## src/rtl/adder_sum_accum_if.sv

```systemverilog
// Bus between the adder result stream, the frame accumulator and the total consumer.
// The master drives the adder-side signals and the consumer's ready; the slave returns
// the frame totals and the error flags.
interface adder_sum_accum_if #(
   parameter int ACC_W = 16
);
   logic             launch_valid;
   logic             clear;
   logic             res_cout;
   logic [7:0]       res_sum;
   logic             out_valid;
   logic             out_ready;
   logic [ACC_W-1:0] out_total;
   logic             drop_err;
   logic             wrap_err;

   modport master (
      output launch_valid, clear, res_cout, res_sum, out_ready,
      input  out_valid, out_total, drop_err, wrap_err
   );

   modport slave (
      input  launch_valid, clear, res_cout, res_sum, out_ready,
      output out_valid, out_total, drop_err, wrap_err
   );
endinterface

```

## src/rtl/adder_sum_accum.sv

```systemverilog
// Frame accumulator behind the two-stage 8-bit adder.
// A two-deep valid delay line follows each operand launch through the adder. The block
// then sums FRAME_LEN 9-bit results {cout,sum} into one frame total and hands that total
// out over a valid/ready port.
// Optional macro ACCUM_SAT_EN: an accumulator overflow saturates to all-ones instead of
// wrapping modulo 2^ACC_W. wrap_err is set in both builds.
module adder_sum_accum #(
   parameter int FRAME_LEN = 4,   // 1..255
   parameter int ACC_W     = 16   // 10..32
) (
   input  logic              clk,
   input  logic              rst_n,
   adder_sum_accum_if.slave  bus
);
   localparam logic [7:0] CNT_LAST = 8'(FRAME_LEN - 1);

   // vld_pipe[0] = v1 (launch seen), vld_pipe[1] = v2 (result on res_* this cycle)
   logic [1:0]       vld_pipe;
   logic [7:0]       cnt;
   logic [ACC_W-1:0] acc;
   logic [ACC_W-1:0] out_total_q;
   logic             out_valid_q;
   logic             drop_q;
   logic             wrap_q;

   logic [8:0]       res9;
   logic [ACC_W:0]   sum_ext;
   logic             carry;
   logic [ACC_W-1:0] acc_add;
   logic             take;
   logic             frame_end;
   logic             slot_free;

   assign res9    = {bus.res_cout, bus.res_sum};
   assign sum_ext = {1'b0, acc} + {{(ACC_W-8){1'b0}}, res9};
   assign carry   = sum_ext[ACC_W];

`ifdef ACCUM_SAT_EN
   // once saturated, acc stays all-ones until the frame end zeroes it
   assign acc_add = carry ? {ACC_W{1'b1}} : sum_ext[ACC_W-1:0];
`else
   assign acc_add = sum_ext[ACC_W-1:0];
`endif

   assign take      = vld_pipe[1] & ~bus.clear;
   assign frame_end = take & (cnt == CNT_LAST);
   // the slot is free when it is empty or when it empties on this edge
   assign slot_free = ~out_valid_q | bus.out_ready;

   // Valid delay line. It is aligned with the adder's two pipeline stages.
   always_ff @(posedge clk or negedge rst_n) begin
      if (!rst_n)         vld_pipe <= '0;
      else if (bus.clear) vld_pipe <= '0;
      else                vld_pipe <= {vld_pipe[0], bus.launch_valid};
   end

   // Running frame sum and result count. Both restart at each frame end.
   always_ff @(posedge clk or negedge rst_n) begin
      if (!rst_n) begin
         acc <= '0;
         cnt <= '0;
      end else if (bus.clear) begin
         acc <= '0;
         cnt <= '0;
      end else if (frame_end) begin
         acc <= '0;
         cnt <= '0;
      end else if (take) begin
         acc <= acc_add;
         cnt <= cnt + 8'd1;
      end
   end

   // Output slot. A frame end and an accept on the same edge reload the slot with no bubble.
   always_ff @(posedge clk or negedge rst_n) begin
      if (!rst_n) begin
         out_valid_q <= 1'b0;
         out_total_q <= '0;
      end else if (bus.clear) begin
         out_valid_q <= 1'b0;
      end else if (frame_end && slot_free) begin
         out_valid_q <= 1'b1;
         out_total_q <= acc_add;
      end else if (out_valid_q && bus.out_ready) begin
         out_valid_q <= 1'b0;
      end
   end

   // Sticky error flags. Only reset and clear drop them.
   always_ff @(posedge clk or negedge rst_n) begin
      if (!rst_n) begin
         drop_q <= 1'b0;
         wrap_q <= 1'b0;
      end else if (bus.clear) begin
         drop_q <= 1'b0;
         wrap_q <= 1'b0;
      end else begin
         if (frame_end && !slot_free) drop_q <= 1'b1;
         if (take && carry)           wrap_q <= 1'b1;
      end
   end

   assign bus.out_valid = out_valid_q;
   assign bus.out_total = out_total_q;
   assign bus.drop_err  = drop_q;
   assign bus.wrap_err  = wrap_q;
endmodule

```

## src/flat_wrapper.sv

```systemverilog
// flat-port wrapper written by rule: the top's interface ports become plain ports
module adder_sum_accum_flat 
#(
   parameter int FRAME_LEN = 4,            
   parameter int ACC_W     = 16            
)
  (clk, rst_n, bus_launch_valid, bus_clear, bus_res_cout, bus_res_sum, bus_out_ready, bus_out_valid, bus_out_total, bus_drop_err, bus_wrap_err);
  adder_sum_accum_if #(.ACC_W(ACC_W)) bus_i ();
  input  logic clk;
  input  logic rst_n;
  input wire logic [$bits(bus_i.launch_valid)-1:0] bus_launch_valid;
  input wire logic [$bits(bus_i.clear)-1:0] bus_clear;
  input wire logic [$bits(bus_i.res_cout)-1:0] bus_res_cout;
  input wire logic [$bits(bus_i.res_sum)-1:0] bus_res_sum;
  input wire logic [$bits(bus_i.out_ready)-1:0] bus_out_ready;
  output wire logic [$bits(bus_i.out_valid)-1:0] bus_out_valid;
  output wire logic [$bits(bus_i.out_total)-1:0] bus_out_total;
  output wire logic [$bits(bus_i.drop_err)-1:0] bus_drop_err;
  output wire logic [$bits(bus_i.wrap_err)-1:0] bus_wrap_err;
  assign bus_i.launch_valid = bus_launch_valid;
  assign bus_i.clear = bus_clear;
  assign bus_i.res_cout = bus_res_cout;
  assign bus_i.res_sum = bus_res_sum;
  assign bus_i.out_ready = bus_out_ready;
  assign bus_out_valid = bus_i.out_valid;
  assign bus_out_total = bus_i.out_total;
  assign bus_drop_err = bus_i.drop_err;
  assign bus_wrap_err = bus_i.wrap_err;
  adder_sum_accum #(.FRAME_LEN(FRAME_LEN), .ACC_W(ACC_W)) u_core (.clk(clk), .rst_n(rst_n), .bus(bus_i));
endmodule
```

## config.mk

```make
export PLATFORM = sky130hd
export DESIGN_NAME = adder_sum_accum_flat
export DESIGN_NICKNAME = d
export VERILOG_FILES = /design/src/rtl/adder_sum_accum_if.sv /design/src/rtl/adder_sum_accum.sv /design/src/flat_wrapper.sv
export SDC_FILE = /design/constraint.sdc
export NUM_CORES = 1
export LEC_CHECK = 0
export ABC_CLOCK_PERIOD_IN_PS = 2500
export BUFFER_PORTS_ARGS = -buffer_cell sky130_fd_sc_hd__buf_2
export CORE_MARGIN = 5
export CORE_UTILIZATION = 49
export CTS_CLUSTER_SIZE = 25
export DETAILED_ROUTE_END_ITERATION = 8
export PLACE_DENSITY = 0.71
export SKIP_LAST_GASP = 1
export SYNTH_ARGS = -nofsm -noshare
export SYNTH_HDL_FRONTEND = slang
export SYNTH_SLANG_ARGS = --single-unit
```

## constraint.sdc

```tcl
create_clock -name clk -period 2.5 [get_ports clk]
set_input_delay 0.375 -clock clk [delete_from_list [all_inputs] [get_ports clk]]
set_output_delay 0.375 -clock clk [all_outputs]
set_load 0.02 [all_outputs]
```

==> impl_metrics.yaml <==
die:
  die_h_um: 79.8
  dieArea_sq_um: 6370
  io_pins: 33
  rows: 25
  start_util_pct: 50.6
  die_w_um: 79.8
  coreArea_sq_um: 4720
power_and_ir_drop:
  p_leak_nw: 1.34
  fin_total_pwr_mw: 1.41
  power.density_nw_per_um2: 518
  peakVddDrop_uv: 330
clock_network:
  cts_tree: "built"
  cts_sinks: 45
  cts_setup_buffers: 0
  cts-root-buf: "clkbuf_8"
  clock_latency_ps: 290
  clock_path_buffers: 2
  htreeDepth: 2
  numCtsBuffers: 5
  clk_pin_slew_ps: 80
sta:
  finalMaxSlewViolations: 0
  timing.hold.ws_ps: 302
  final.setup.tns_ps: 0
  slew_headroom_pct: 48.7
  finalCritPeriodShare_pct: 93.0
  fin_skew_ps: 6.86
  worstMarginPinSlew_ps: 769
  fmax_ghz: 0.430
  layout_setup_ws_ps: 174
  finalSetupViolations: 0
  period_needed_ps: 2330
  finalHoldViolations: 0
  rsz0062_at_grt: "false"
global_routing:
  grt_pass1_wl_mm: 8.02
  grt.total_usage_pct: 16.1
  grt_max_degree: 27
  grt_pass1_vias: 1701
  grt-ovfl-total: 0
  antenna_found_initial: 0
route:
  vias: 1707
  dr.pass1.iters: 4
  vias_per_cell: 5.24
  drc: 0
  wire_per_inst_um: 14.1
  first_iter_violations: 80
  wl_mm: 4.61
  final_antenna_net_count: 0
synth:
  ys_seq_area_share_pct: 47.1
  synth_edf_count: 0
  synth_nets: 249
  synth_area_leader_cell: "dfrtp_1"
  synth_seq_cells: 45
  synthTopCellsByArea: "dfrtp_1 (47%), ha_1 (5.2%), o21ai_0 (4.4%)"
  synth.distinct_cells: 45
  synth_area_sq_um: 2390
  ys.flop_type: "dfrtp_1"
  syn_avg_cell_area_sq_um: 10.7
  synth_top_area_share_pct: 47.1
  netlist_instances: 224
  async_flop_share_pct: 100
  ys_warn_count: 0
critical_path:
  critPathSlowestCell: "or4b_4"
  path_cells: "ha_1 > or4b_4 > nor4_4 > nand3b_2 > nand2b_4 > mux2_4"
  critPathArrivalTime_ps: 2510
  criticalPathCategory: "reg2reg"
  path_max_fanout: 26
  required_ps: 2680
  cpPeakStageDelay_ps: 480
  cp-start-kind: "flip-flop"
  cp-end-kind: "flip-flop"
cells_and_area:
  area_growth_pct: 13.8
  antenna_cells: 0
  finalNetCount: 284
  finalInstanceArea_sq_um: 2720
  post_route_cells_drive_above_1_share_pct: 25.5
outcome:
  outcome: "finished clean"
flow_run:
  maxCapViolCount: 0
placed_design:
  dp_hpwl_mm: 3.23
  io_buffers: 32
  gp_congestion: 0.779
  placed_cell_area_sq_um: 2600
  dp_slack_ps: 175
min_path:
  hp-class: "in2reg"
[path summary, 6_finish.rpt]
path	slack, ps	startpoint	cells past startpoint	endpoint
worst max-delay path	170	u_core.cnt[0]	6	u_core.bus.out_total[7]
worst min-delay path	300	bus_launch_valid	2	u_core.vld_pipe[0]
worst max register to register	170	u_core.cnt[0]	6	u_core.bus.out_total[7]
worst min register to register	470	u_core.vld_pipe[0]	1	u_core.vld_pipe[1]
max in group asynchronous	1400	rst_n	3	u_core.bus.out_total[11]
min in group asynchronous	520	rst_n	2	u_core.bus.out_total[0]
[through the flow]
stage / util [%] / cells
floorplan: - / 224
global placement: 55.0 / 318
detailed placement: 55.0 / 318
CTS: 57.4 / 326
global route: 57.6 / 326
finish: 57.6 / 326
[worst max-delay path, delay by kind of cell, from the launching register on]
| family | cells | cell delay [ps] |
|---|---|---|
| adder cells (fa/ha/maj) | 1 | 210 |
| AND/OR/NAND/NOR | 4 | 1240 |
| multiplexers | 1 | 370 |
| flip-flops | 1 | 380 |
[report_power, final]
part / internal [mW] / total, mW / switching, mW
Sequential: 0.736 / 0.743 / 0.00683
Clock: 0.291 / 0.533 / 0.242
Combinational: 0.0530 / 0.132 / 0.0787
Total: 1.08 / 1.41 / 0.327
[sequential cells by signal, summed over array words and instances (netlist names)]
| name | cells |
|---|---|
| u_core.acc | 16 |
| u_core.cnt | 8 |
| u_core.vld_pipe | 2 |
| u_core.bus.wrap_err | 1 |
| u_core.bus.out_total | 16 |
| u_core.bus.out_valid | 1 |
| u_core.bus.drop_err | 1 |
[cell usage after synthesis (2+ instances only)]
library cell and count:
nor2b_1 3, nor2_1 12, buf_4 2, a21boi_0 2
xnor2_1 10, buf_6 3, o21ai_0 21, ha_1 10
a22o_1 6, and3_1 6, nand2b_1 4, a21o_1 2
o21ai_1 2, and2_1 2, nand3_1 6, or3_1 2
a31oi_1 3, o21bai_1 2, mux2_4 6, nand2_1 27
o21ai_2 10, a21oi_1 8, clkbuf_1 4, dfrtp_1 45
xor2_1 6
[final cells by class]
cell class	count	area (sq um)
tap	67	83.8
clock inverter	2	35.0
inverter	1	3.75
multi-input combinational	169	1200
timing repair buffer	37	200
sequential	45	1130
clock buffer	5	68.8
fill	432	2000
[placed cells by master (no fill, tap or decap), drive strengths merged, types with 8 or more instances in the layout]
master,instances
xnor2,10
nor2,12
dfrtp,45
buf,36
nand2,27
a21oi,8
o21ai,33
ha,10
[what timing repair did]
item,CTS,global route
hold buffers,1,0
endpoints found under the hold margin,14,0
setup endpoints to repair,0,1
gates resized for setup,0,1
[logic make-up after synthesis]
family	Yosys count	synth area share [%]
xor+xnor	16	5.87
mux	7	4.19
simple gates	70	15.8
buf+inv	10	2.83
compound gates	65	18.1
flops	45	47.1
fa+ha+maj	11	6.08
[routing by layer]
| layer | vias up | wire [um] | global-route usage (%) |
|---|---|---|---|
| met2 | 25 | 2180 | 26.3 |
| met3 | 5 | 129 | 3.72 |
| li1 | 870 | - | - |
| met4 | 0 | 37 | 3.55 |
| met5 | - | 0 | 0 |
| met1 | 807 | 2260 | 21.8 |
(Power assumes the default switching activity.)
